[src/rtl/window_spill_fill_ctrl.sv]
// SPARC register-window manager: owns the WIM, answers SAVE/RESTORE from decode,
// and spills/fills r16..r31 of the invalid window through the memory port on traps.
module window_spill_fill_ctrl #(
  parameter int NWINDOWS = 8,
  parameter int ADDR_W   = 32,
  parameter int CNT_W    = 16
) (
  input  logic                clk,
  input  logic                reset,
  input  logic                save_req,
  input  logic                restore_req,
  input  logic [ADDR_W-1:0]   sp_base,
  input  logic [4:0]          cwp,
  output logic                busy,
  output logic                done,
  output logic                req_err,
  output logic                cwp_dec,
  output logic                cwp_inc,
  output logic [NWINDOWS-1:0] wim_out,
  output logic [4:0]          rf_win,
  output logic [3:0]          rf_idx,
  output logic                rf_rd_en,
  input  logic [31:0]         rf_rd_data,
  output logic                rf_wr_en,
  output logic [31:0]         rf_wr_data,
  output logic                mem_req,
  output logic                mem_we,
  output logic [ADDR_W-1:0]   mem_addr,
  output logic [31:0]         mem_wdata,
  input  logic                mem_ready,
  input  logic                mem_rvalid,
  input  logic [31:0]         mem_rdata,
  output logic [CNT_W-1:0]    spill_cnt,
  output logic [CNT_W-1:0]    fill_cnt
);

  localparam int                WIN_W   = (NWINDOWS > 1) ? $clog2(NWINDOWS) : 1;
  localparam logic [NWINDOWS-1:0] WIM_RST = NWINDOWS'(1) << (2 % NWINDOWS);

  typedef enum logic [2:0] {
    IDLE, SPILL_RD, SPILL_WR, FILL_REQ, FILL_WAIT, FILL_WR, COMMIT
  } state_t;

  state_t              r_state, w_state_nxt;
  logic [3:0]          r_k;
  logic [4:0]          r_win;
  logic [ADDR_W-1:0]   r_base;
  logic [NWINDOWS-1:0] r_wim;
  logic                r_spill;
  logic                r_rd_vld;
  logic [31:0]         r_wdata;
  logic [31:0]         r_fill_data;
  logic                r_done_q, r_dec_q, r_inc_q, r_err_q;
  logic [CNT_W-1:0]    r_spill_cnt, r_fill_cnt;

  logic [4:0] w_ns, w_nr;
  logic       w_idle, w_trap_ns, w_trap_nr;
  logic       w_save_only, w_rest_only;

  assign w_ns        = (cwp == 5'd0) ? 5'(NWINDOWS - 1) : cwp - 5'd1;
  assign w_nr        = (cwp == 5'(NWINDOWS - 1)) ? 5'd0 : cwp + 5'd1;
  assign w_trap_ns   = r_wim[w_ns[WIN_W-1:0]];
  assign w_trap_nr   = r_wim[w_nr[WIN_W-1:0]];
  assign w_idle      = (r_state == IDLE);
  assign w_save_only = w_idle & save_req & ~restore_req;
  assign w_rest_only = w_idle & restore_req & ~save_req;

  always_ff @(posedge clk) begin
    if (reset) r_state <= IDLE;
    else       r_state <= w_state_nxt;
  end

  always_comb begin
    w_state_nxt = r_state;
    unique case (r_state)
      IDLE: begin
        if (w_save_only && w_trap_ns)      w_state_nxt = SPILL_RD;
        else if (w_rest_only && w_trap_nr) w_state_nxt = FILL_REQ;
      end
      SPILL_RD:  w_state_nxt = SPILL_WR;
      SPILL_WR:  if (mem_ready) w_state_nxt = (r_k == 4'd15) ? COMMIT : SPILL_RD;
      FILL_REQ:  if (mem_ready) w_state_nxt = FILL_WAIT;
      FILL_WAIT: if (mem_rvalid) w_state_nxt = FILL_WR;
      FILL_WR:   w_state_nxt = (r_k == 4'd15) ? COMMIT : FILL_REQ;
      COMMIT:    w_state_nxt = IDLE;
      default:   w_state_nxt = IDLE;
    endcase
  end

  // No-trap replies are registered so they land one cycle after the request,
  // while COMMIT drives its own pulses directly.
  always_comb begin
    busy     = ~w_idle;
    rf_rd_en = 1'b0;
    rf_wr_en = 1'b0;
    mem_req  = 1'b0;
    mem_we   = 1'b0;
    done     = r_done_q;
    cwp_dec  = r_dec_q;
    cwp_inc  = r_inc_q;
    req_err  = r_err_q;
    unique case (r_state)
      SPILL_RD: rf_rd_en = 1'b1;
      SPILL_WR: begin
        mem_req = 1'b1;
        mem_we  = 1'b1;
      end
      FILL_REQ: mem_req  = 1'b1;
      FILL_WR:  rf_wr_en = 1'b1;
      COMMIT: begin
        done    = 1'b1;
        cwp_dec = r_spill;
        cwp_inc = ~r_spill;
      end
      default: ;
    endcase
  end

  always_ff @(posedge clk) begin
    if (reset) begin
      r_k         <= '0;
      r_win       <= '0;
      r_base      <= '0;
      r_wim       <= WIM_RST;
      r_spill     <= 1'b0;
      r_rd_vld    <= 1'b0;
      r_wdata     <= '0;
      r_fill_data <= '0;
      r_done_q    <= 1'b0;
      r_dec_q     <= 1'b0;
      r_inc_q     <= 1'b0;
      r_err_q     <= 1'b0;
      r_spill_cnt <= '0;
      r_fill_cnt  <= '0;
    end else begin
      r_dec_q  <= w_save_only & ~w_trap_ns;
      r_inc_q  <= w_rest_only & ~w_trap_nr;
      r_done_q <= (w_save_only & ~w_trap_ns) | (w_rest_only & ~w_trap_nr);
      r_err_q  <= w_idle & save_req & restore_req;
      r_rd_vld <= (r_state == SPILL_RD);
      // Side-port data is only valid the cycle after the read; hold it for stalls.
      if (r_rd_vld) r_wdata <= rf_rd_data;
      unique case (r_state)
        IDLE: begin
          if (w_save_only && w_trap_ns) begin
            r_win   <= w_ns;
            r_base  <= sp_base;
            r_spill <= 1'b1;
          end else if (w_rest_only && w_trap_nr) begin
            r_win   <= w_nr;
            r_base  <= sp_base;
            r_spill <= 1'b0;
          end
        end
        SPILL_WR:  if (mem_ready && r_k != 4'd15) r_k <= r_k + 4'd1;
        FILL_WAIT: if (mem_rvalid) r_fill_data <= mem_rdata;
        FILL_WR:   if (r_k != 4'd15) r_k <= r_k + 4'd1;
        COMMIT: begin
          r_k <= '0;
          if (r_spill) begin
            r_wim <= {r_wim[0], r_wim[NWINDOWS-1:1]};
            if (r_spill_cnt != '1) r_spill_cnt <= r_spill_cnt + CNT_W'(1);
          end else begin
            r_wim <= {r_wim[NWINDOWS-2:0], r_wim[NWINDOWS-1]};
            if (r_fill_cnt != '1) r_fill_cnt <= r_fill_cnt + CNT_W'(1);
          end
        end
        default: ;
      endcase
    end
  end

  assign wim_out    = r_wim;
  assign rf_win     = r_win;
  assign rf_idx     = r_k;
  assign rf_wr_data = r_fill_data;
  assign mem_addr   = r_base + (ADDR_W'(r_k) << 2);
  assign mem_wdata  = r_rd_vld ? rf_rd_data : r_wdata;
  assign spill_cnt  = r_spill_cnt;
  assign fill_cnt   = r_fill_cnt;

endmodule

[config.mk]
export PLATFORM = sky130hd
export DESIGN_NAME = window_spill_fill_ctrl
export DESIGN_NICKNAME = d
export VERILOG_FILES = /design/src/rtl/window_spill_fill_ctrl.sv
export SDC_FILE = /design/constraint.sdc
export NUM_CORES = 1
export LEC_CHECK = 0
export CORE_MARGIN = 2
export CORE_UTILIZATION = 49
export DETAILED_ROUTE_END_ITERATION = 16
export PLACE_DENSITY = 0.86
export SYNTH_ARGS = -nofsm -noshare
export SYNTH_HDL_FRONTEND = slang
export SYNTH_SLANG_ARGS = --single-unit
[constraint.sdc]
create_clock -name clk -period 5.6 [get_ports clk]
set_input_delay 0.84 -clock clk [delete_from_list [all_inputs] [get_ports clk]]
set_output_delay 0.84 -clock clk [all_outputs]
set_load 0.02 [all_outputs]
[Word level (Yosys, flattened, before mapping)]
Cells that the tools add are included.
Storage, ports and cells
  flip-flop bits (word level): 154
  word-level logic and storage cells: 100
Cells by class
  add/subtract/negate cells: 6
  magnitude comparators: 2
  equality and inequality tests: 17
  mux-type cells: 32
  bitwise operators: 14
  reductions and logical operators: 14
Operator list (number)
  $mux W32: 3
  $add A16 B1 Y16 const B: 2
  $add A32 B6 Y32: 1
  $ne A16 B16 Y1 const B: 2
  $mux W3: 7
  $mux W5: 4
  $pmux W3 S6: 1
  $pmux W4 S3: 1
  $mux W1: 11
  $ne A2 B2 Y1 const B: 5
  $eq A3 B3 Y1 const B: 3
  $reduce_and A3 Y1: 3
  $lt A3 B4 Y1 const B: 2
  $mux W4: 2
  $mux W8: 1
  $and A1 B1 Y1: 7
  $bmux W1 S3: 2
  $eq A3 B2 Y1 const B: 2
  $not A1 Y1: 6
  $add A5 B1 Y5 const B: 1
  $eq A5 B3 Y1 const B: 1
  $logic_not A5 Y1: 1
  $sub A5 B1 Y5 const B: 1
  $add A4 B1 Y4 const B: 1
  other kinds (12): 15

[Logic depth before layout (Yosys ltp)]
Gate-level depths: netlist (run 1).
  depth after elaboration: 8
  mapped depth: 12
  gate-level depth less buffers: 8

[Least setup slack after synthesis (run 1)]
Ideal clock, no wire load.
  path kind: reg-to-output
  start point: register r_k[0] (netlist: rf_idx[0])
  end point: output mem_addr[28]
  arrival: 2.156 ns
  data required time: 4.760 ns
  slack: 2.604 ns
  cell stages (with the launch flop): 9
  cells stage by stage: dfxtp_1 > ha_1 > fa_1 > a21o_1 > a21oi_1 > nor4_1 > nand2_1 > nor2_1 > xor2_1
Between the ends
  cells in the longest elaborated chain, start to end: 1
Ends and longest elaborated chain
  start, declared: RTL line 45  | logic [3:0] r_k;
  start signal, assigned: RTL line 155  | SPILL_WR: if (mem_ready && r_k != 4'd15) r_k <= r_k + 4'd1;
  start signal, assigned: RTL line 157  | FILL_WR: if (r_k != 4'd15) r_k <= r_k + 4'd1;
  $add A32 B6 Y32: RTL line 177  | assign mem_addr = r_base + (ADDR_W'(r_k) << 2);
  end, declared: RTL line 28  | output logic [ADDR_W-1:0] mem_addr,
No other way between the ends.

[Worst setup path after layout (run 1)]
  start point: register r_k[0] (netlist: rf_idx[0])
  end point: output mem_addr[22]
Same word-level chain as after synthesis.

==> results_dict.tcl, run 1 <==
set metrics [dict create \
    outcome "finished clean" \
    vdd_ir_drop_max_v 0.000202 \
    wl_per_cell_um 15.6 \
    synth_top_area_cell "dfxtp_1" \
    worst-slew-pin-transition_ps 1080 \
    r2r_cells 6 \
    cts_hold_buffers 0 \
    min_period_over_period_pct 74.1 \
    die_area_um2 16400 \
    critPathRequiredTime_ps 4760 \
    fin_crit_ps 4150 \
    synth_cells 846 \
    critical_path_class "reg -> out" \
    grt_setup_unrepaired "no" \
    final_common_cell "clkdlybuf4s50_1" \
    overflow 0 \
    path_cells "ha_1 > fa_1 > a21o_1 > a21oi_1 > nor4_1 > nand2_1 > xnor2_1 > clkdlybuf4s50_1" \
    cts_tree "yes" \
    synth_fp_nets 964 \
    fin_tns_setup_ps 0 \
    power.static_leakage_nw 4.01 \
    row_count 45 \
    clock_latency_ps 420 \
    hold_violations 0 \
    grt_use_met1_pct 27.4 \
    hold_class "reg -> reg" \
    ys_warn_count 0 \
    worstPathArrival_ps 3310 \
    num_vias 6718 \
    clk_pin_slew_ps 60 \
    grt.total_usage_pct 24.1 \
    cts.sinks 154 \
    synth-main-ff-cell "dfxtp_1" \
    cts_resized 0 \
    synth_cell_types 59 \
    drtAntennaViolNets 0 \
    die_y_um 128 \
    max_freq_mhz 241 \
    setup_viol 0 \
    skew_ps 9.60 \
    grt_busiest_layer "met2" \
    yosysSeqAreaShare_pct 41.0 \
    crit_path_max_incr_delay_ps 680 \
    fill_cells 1154 \
    min_delay_path_depth 2 \
    drv_slew 0 \
    hold_path_end "rf_wr_data[5]$_SDFFE_PP0P_" \
    syn_area_um2 7520 \
    io_pins 261 \
    crit_slowest_cell "clkdlybuf4s50_1" \
    yosysTopAreaCellShare_pct 41.0 \
    powerDensity_nw_per_um2 244 \
    numCtsBuffers 17 \
    grt_pass1_wl_um 31400 \
    yosys_register_bits 154 \
    htree_levels 4 \
    route.final.wire_length_um 20000 \
    coreArea_um2 15100 \
    drtPass1Iterations 5 \
    postLayoutCellArea_um2 10700 \
    syn_avg_cell_area_um2 8.89 \
    r2r_slack_ps 3090 \
    drv_cap 0 \
    min_from "rf_wr_data[5]$_SDFFE_PP0P_" \
    portBuffers 260 \
    start_kind "flop" \
    endpoint_kind "primary output" \
    die_w_um 128 \
    finalWeightedCongestion 0.828 \
    synthArstFlopShare_pct 0 \
    critPathMaxFanout 5 \
    r2r-start "r_state[1]$_SDFFE_PP0P_" \
    final_nets 1198 \
    clock_path_buffers 2 \
    drt_iter0_drc 347 \
    cts_setup_buffers 0 \
    root_buffer "clkbuf_16" \
    hpwl_um 14100 \
    mostFrequentLayoutCells "259 x clkdlybuf4s50_1, 154 x dfxtp_1, 102 x nand2_1" \
    synthToLayoutAreaGrowth_pct 41.9 \
    postPlaceCellArea_um2 10100 \
    antenna_found_initial 0 \
    grt_pass1_vias 6467 \
    regArea_um2 3080 \
    multi_input_area_um2 4110 \
    final_layout_size_suffix_gt1_share_pct 7.14 \
    start_util_pct 49.8 \
    viasPerCell 5.24 \
    synth_edf_count 0 \
    max-slew-margin-rel_pct 27.8 \
    antenna_cells 0 \
    use_met3_pct 8.43 \
    r2r-end "r_base[20]$_SDFFE_PP0P_" \
    grt_max_degree 68 \
    use_met2_pct 41.6 \
    synth.area.top_cells "dfxtp_1 41%, mux2i_1 6.3%, nand2b_1 6.0%, nand2_1 5.1%, mux2_2 4.9%" \
    drcViolationCount 0 \
]
## power breakdown
| part | internal (W) | switching, W |
|---|---|---|
| combinational | 0.000204 | 0.000170 |
| clock | 0.000633 | 0.000453 |
| sequential | 0.00112 | 0.0000250 |
## state kept, by name, indices dropped and copies added (netlist names)
name        count
fill_cnt       16
r_base         32
r_dec_q         1
r_done_q        1
r_inc_q         1
r_rd_vld        1
r_spill         1
r_state         3
r_wdata        32
req_err         1
rf_idx          4
rf_win          5
rf_wr_data     32
spill_cnt      16
wim_out         8
## layout make-up
type	instances	share of cell area (%)
inverters	15	0.527
clock buffers	21	4.31
clock inverters	11	0.891
multi-input cells	627	38.5
repair buffers	265	24.7
flip-flops and latches	154	28.9
well taps	188	2.20
## logic make-up after synthesis
| kind of cell | count (synthesis) | share of synthesized area (%) |
|---|---|---|
| compound gates | 91 | 7.39 |
| xor+xnor | 62 | 7.22 |
| fa+ha+maj | 11 | 1.93 |
| buf+inv | 65 | 4.39 |
| flops | 154 | 41.0 |
| mux | 82 | 11.8 |
| simple gates | 381 | 26.3 |
## synthesized netlist by cell type (all sizes together) (3+ instances only)
cell    instances
a211oi         10
a21boi          3
a21o            3
a21oi          49
and3            4
and4            5
buf            14
clkbuf         36
dfxtp         154
ha             10
inv            15
mux2           33
mux2i          47
nand2         102
nand2b         72
nand3          32
nand4          14
nor2           67
nor2b          34
nor3           21
nor3b           7
nor4            6
o211ai          5
o21ai           8
xnor2          35
xor2           27
## layer usage
metal | routed length, µm | up-vias
li1 | - | 3325
met2 | 9820 | 244
met4 | 397 | 0
met1 | 8020 | 3116
met3 | 1770 | 33
met5 | 0 | -
## per-stage QoR
stage / util (%) / cells / hold WS [ps] / worst slack [ps] / power (W)
floorplan: - / 846 / 452 / 2600 / 0.00137
global placement: 67.1 / 1249 / 441 / 1680 / 0.00154
detailed placement: 67.1 / 1249 / 446 / 1580 / 0.00154
CTS: 70.7 / 1281 / 454 / 1410 / 0.00263
global route: 70.7 / 1281 / 467 / 1210 / 0.00271
finish: 70.7 / 1281 / 453 / 1450 / 0.00261
## critical path, delay by kind of cell (launching register included)
family / cells / cell delay (ps)
buf+inv: 1 / 680
simple gates: 2 / 780
compound gates: 2 / 240
xor+xnor: 1 / 330
fa+ha+maj: 2 / 430
flops: 1 / 430
## how the worst max path moves through the flow
stage | depth (start not counted) | startpoint | to
2_1_floorplan | 8 | rf_idx[0]$_SDFFE_PP0P_ | mem_addr[28]
4_1_cts | 8 | rf_idx[0]$_SDFFE_PP0P_ | mem_addr[22]
3_5_place_dp | 8 | cwp[0] | r_base[20]$_SDFFE_PP0P_
5_1_grt | 9 | rf_idx[0]$_SDFFE_PP0P_ | mem_addr[28]
3_3_place_gp | 8 | cwp[0] | r_base[26]$_SDFFE_PP0P_
6_report | 8 | rf_idx[0]$_SDFFE_PP0P_ | mem_addr[22]
Note: power is estimated with default switching activity, not from simulation.
==> run 2: changes to the inputs <==
Settings changed: CORE_UTILIZATION 49 to 41, PLACE_DENSITY 0.86 to 0.77.
Clock period 5.6 ns to 3.8 ns, I/O delays scaled along.
==> run 2 against run 1 <==
Design area is 1.4% higher. Combinational power increased by 49%. Power is 50% higher. Cell count increased by 3.4%. Hold slack hardly changed. Clock power is 52% higher. Die area increased by 19%. Flip-flop and latch count did not move. Setup slack worse by 1300 ps. Register-to-register slack lost 1800 ps. Clock-buffer cell count decreased by 3. Critical endpoint is now mem_addr[16]. Highest routed layer unchanged.
==> results_dict.tcl, run 2 (same netlist as run 1, synthesis figures left out) <==
set metrics [dict create \
    outcome "finished clean" \
    overflow 0 \
    drcViolationCount 0 \
    powerDensity_nw_per_um2 361 \
    r2r-start "r_state[1]$_SDFFE_PP0P_" \
    max-slew-margin-rel_pct 22.1 \
    wl_met3_um 1630 \
    wl_per_cell_um 15.0 \
    fin_crit_ps 3650 \
    setup_viol 0 \
    min_from "rf_wr_data[10]$_SDFFE_PP0P_" \
    hold_class "reg -> reg" \
    endpoint_kind "primary output" \
    start_util_pct 41.9 \
    grt.total_usage_pct 20.7 \
    numCtsBuffers 17 \
    skew_ps 11.0 \
    viasPerCell 5.00 \
    htree_levels 4 \
    die_w_um 139 \
    coreArea_um2 18000 \
    start_kind "flop" \
    critPathRequiredTime_ps 3230 \
    final_common_cell "clkdlybuf4s50_1" \
    min_period_over_period_pct 96.0 \
    drtAntennaViolNets 0 \
    fin_util_pct 60.2 \
    final_nets 1201 \
    clock_path_buffers 2 \
    worst-slew-pin-transition_ps 1170 \
    hold_violations 0 \
    die_y_um 139 \
    worstPathArrival_ps 3080 \
    drt-met1-wl_um 8590 \
    critical_path_class "reg -> out" \
    drtPass1Iterations 4 \
    antenna_found_initial 0 \
    finalWeightedCongestion 0.828 \
    drt_iter0_drc 240 \
    die_area_um2 19400 \
    grt_setup_unrepaired "yes" \
    drv_slew 0 \
    route.final.wire_length_um 19900 \
    critPathMaxFanout 5 \
    grt_pass1_vias 6375 \
    clock_latency_ps 430 \
    root_buffer "clkbuf_16" \
    hpwl_um 14300 \
    crit_start "rf_idx[0]$_SDFFE_PP0P_" \
    power.static_leakage_nw 4.08 \
    vdd_ir_drop_max_v 0.000315 \
    io_pins 261 \
    row_count 49 \
    top_layer "met4" \
    cts_setup_buffers 0 \
    num_vias 6624 \
    clk_pin_slew_ps 70 \
    portBuffers 260 \
    cts.sinks 154 \
    wl_met2_um 9480 \
    setup_ws_ps 151 \
    drv_cap 0 \
    final_layout_size_suffix_gt1_share_pct 7.76 \
    fill_cells 1575 \
    mostFrequentLayoutCells "259 x clkdlybuf4s50_1, 154 x dfxtp_1, 102 x nand2_1" \
    synthToLayoutAreaGrowth_pct 43.9 \
    grt_max_degree 187 \
    cts_tree "yes" \
    dpl_worst_slack_ps 273 \
    multi_input_area_um2 4130 \
    grt_pass1_wl_um 32500 \
    regArea_um2 3080 \
    antenna_cells 0 \
    max_freq_mhz 274 \
]
[run 2: cell count changes in the layout (fill, tap and decap cells not counted), sizes merged]
cell / previous run / this run
buf: 6 / 9
clkbuf: 21 / 18
clkinvlp: 3 / 0
inv: 17 / 23
[run 2: cell type report]
type | count | area share [%]
clock buffer | 18 | 3.97
clock inverter | 14 | 1.42
inverter | 15 | 0.520
multi-input combinational | 627 | 38.2
sequential | 154 | 28.5
tap | 229 | 2.65
timing repair buffer | 268 | 24.8
[run 2: timing repair]
action | CTS | global route
hold buffers | 0 | 0
resized for setup | 0 | 4
endpoints found under the setup margin | 0 | 15
[run 2: metrics by stage]
| stage | instance area (µm²) | power, W | cells | TNS, ps | hold WS [ps] |
|---|---|---|---|---|---|
| after floorplan | 7520 | 0.00202 | 846 | 0 | 452 |
| after global placement | 10200 | 0.00227 | 1293 | 0 | 441 |
| after detailed placement | 10200 | 0.00228 | 1293 | 0 | 445 |
| after CTS | 10800 | 0.00397 | 1325 | 0 | 455 |
| after global routing | 10800 | 0.00409 | 1325 | -33.4 | 475 |
| final | 10800 | 0.00391 | 1325 | 0 | 452 |
[run 2: path summary, 6_finish.rpt]
path / cells past startpoint / endpoint / slack (ps)
worst max-delay path: 8 / mem_addr[16] / 150
worst min-delay path: 2 / rf_wr_data[10]$_SDFFE_PP0P_ / 450
worst max register to register: 6 / fill_cnt[9]$_SDFFE_PP0P_ / 1280
worst min register to register: 2 / rf_wr_data[10]$_SDFFE_PP0P_ / 450
[run 2: layer usage]
layer | global-route usage (%) | vias up
li1 | - | 3343
met1 | 25.4 | 3051
met5 | 0 | -
met4 | 6.54 | 0
met3 | 7.40 | 17
met2 | 34.2 | 213
[run 2: report_power, final]
part,leakage (nW),internal [W],switching (W)
Clock,0.288,0.000932,0.000731
Sequential,1.24,0.00165,0.0000344
Combinational,2.54,0.000303,0.000252
Total,4.08,0.00289,0.00102
[run 2: critical path, cell delays in order, from the launching register on]
cell and delay (ps):
dfxtp_1 360, ha_1 240, fa_1 400, a21o_1 180, a21oi_2 270, nand3b_1 290
nor3_1 90, xor2_1 190, clkdlybuf4s50_1 640
==> run 3: changes to the inputs <==
Settings changed: RECOVER_POWER set to 25.
==> run 3 against run 2 <==
Combinational power about the same. Die area unchanged. First-iteration DRC count down 3.3%. Sequential share of layout area about the same. Register-to-register slack worse by 120 ps. Hold slack worse by 3.2 ps. The flow now finishes with violations (capacitance limit, slew limit). Non-clock buffer count unchanged. Setup slack better by 3.0 ps. Largest cell class unchanged.
==> results_dict.tcl, run 3 (same netlist as run 1, synthesis figures left out) <==
set metrics [dict create \
    min_period_over_period_pct 95.9 \
    hold_class "reg -> reg" \
    fin_util_pct 60.2 \
    outcome "complete, but fails checks" \
    num_vias 6665 \
    final_layout_size_suffix_gt1_share_pct 7.76 \
    die_y_um 139 \
    drtPass1Iterations 4 \
    clkPwrFrac_pct 42.6 \
    fin_crit_ps 3650 \
    p_comb_share_pct 14.2 \
    numCtsBuffers 17 \
    grt_setup_unrepaired "yes" \
    max-slew-margin-rel_pct -121 \
    vdd_ir_drop_max_v 0.000316 \
    holdWs_ps 449 \
    antenna_cells 0 \
    die_area_um2 19400 \
    max_freq_mhz 274 \
    start_kind "flop" \
    start_util_pct 41.9 \
    power.static_leakage_nw 4.19 \
    drv_slew 187 \
    clk_pin_slew_ps 70 \
    clock_latency_ps 430 \
    cts_tree "yes" \
    grt_pass1_vias 6375 \
    critPathMaxFanout 5 \
    root_buffer "clkbuf_16" \
    drcViolationCount 0 \
    final_common_cell "clkdlybuf4s50_1" \
    endpoint_kind "primary output" \
    violations "capacitance limit, slew limit" \
    p_seq_share_pct 43.2 \
    grt.total_usage_pct 20.7 \
    drv_cap 1 \
    mostFrequentLayoutCells "226 x clkdlybuf4s50_1, 154 x dfxtp_1, 102 x nand2_1" \
    grt_pass1_wl_um 32500 \
    portBuffers 260 \
    power.switching_w 0.00102 \
    internal_power_w 0.00289 \
    worst-slew-pin-transition_ps 3320 \
    wl_per_cell_um 15.0 \
    coreArea_um2 18000 \
    critical_path_class "reg -> out" \
    hpwl_um 14300 \
    cts_hold_buffers 0 \
    skew_ps 10.7 \
    powerDensity_nw_per_um2 361 \
    overflow 0 \
    row_count 49 \
    grt_max_degree 187 \
    cts.sinks 154 \
    setup_viol 0 \
    final_nets 1201 \
    die_w_um 139 \
    drtAntennaViolNets 0 \
    worstPathArrival_ps 3080 \
    htree_levels 4 \
    antenna_found_initial 0 \
    hold_violations 0 \
    fin_tns_setup_ps 0 \
    synthToLayoutAreaGrowth_pct 43.7 \
    viasPerCell 5.03 \
    clock_path_buffers 2 \
    cts_setup_buffers 0 \
    switching_share_pct 26.1 \
    io_pins 261 \
    critPathRequiredTime_ps 3230 \
    route.final.wire_length_um 19900 \
    drt_iter0_drc 232 \
    finalWeightedCongestion 0.828 \
]
run 3: power groups by stage:
stage / logic (W) / clock network [W] / registers (W)
after floorplan: 0.000302 / 0 / 0.00171
after global routing: 0.000597 / 0.00180 / 0.00169
after global placement: 0.000552 / 0 / 0.00172
after detailed placement: 0.000555 / 0 / 0.00172
after CTS: 0.000559 / 0.00172 / 0.00169
final: 0.000555 / 0.00166 / 0.00169
run 3: metrics by stage:
| step | area, µm² | setup WS [ps] | std cells | power [W] |
|---|---|---|---|---|
| 2_1_floorplan | 7520 | 1070 | 846 | 0.00202 |
| 3_3_place_gp | 10200 | 350 | 1293 | 0.00227 |
| 3_5_place_dp | 10200 | 273 | 1293 | 0.00228 |
| 4_1_cts | 10800 | 25.6 | 1325 | 0.00397 |
| 5_1_grt | 10800 | -25.0 | 1325 | 0.00409 |
| 6_report | 10800 | 154 | 1325 | 0.00391 |
run 3: area by class of cell:
cell class,instances,area (µm²)
clock buffers,18,429
flip-flops and latches,154,3080
multi-input cells,627,4130
fillers,1577,7160
well taps,229,287
repair buffers,268,2670
inverters,15,56.3
clock inverters,14,154
run 3: final timing paths:
check | end | from | cells after the start | slack (ps)
worst max register to register | fill_cnt[9]$_SDFFE_PP0P_ | r_state[1]$_SDFFE_PP0P_ | 6 | 1160
worst min-delay path | rf_wr_data[29]$_SDFFE_PP0P_ | rf_wr_data[29]$_SDFFE_PP0P_ | 2 | 450
worst min register to register | rf_wr_data[29]$_SDFFE_PP0P_ | rf_wr_data[29]$_SDFFE_PP0P_ | 2 | 450
worst max-delay path | mem_addr[16] | rf_idx[0]$_SDFFE_PP0P_ | 8 | 150
run 3: repair_timing:
action | CTS | global route
resized for setup | 0 | 4
setup endpoints to repair | 0 | 15
hold endpoints to repair | 0 | 0
run 3: metal layers:
layer	share of wire (%)	routed length, µm	GRT usage, %	vias up
met5	0	0	0	-
met4	1.4	274	6.54	0
met3	8.5	1700	7.40	19
met2	48	9490	34.2	225
met1	42	8390	25.4	3071
li1	-	-	-	3350
run 3: worst max-delay path, stage by stage, from the launching register on:
cell and delay, ps:
dfxtp_1 360, ha_1 240, fa_1 400, a21o_1 180, a21oi_2 270, nand3b_1 280
nor3_1 90, xor2_1 190, clkdlybuf4s50_1 630
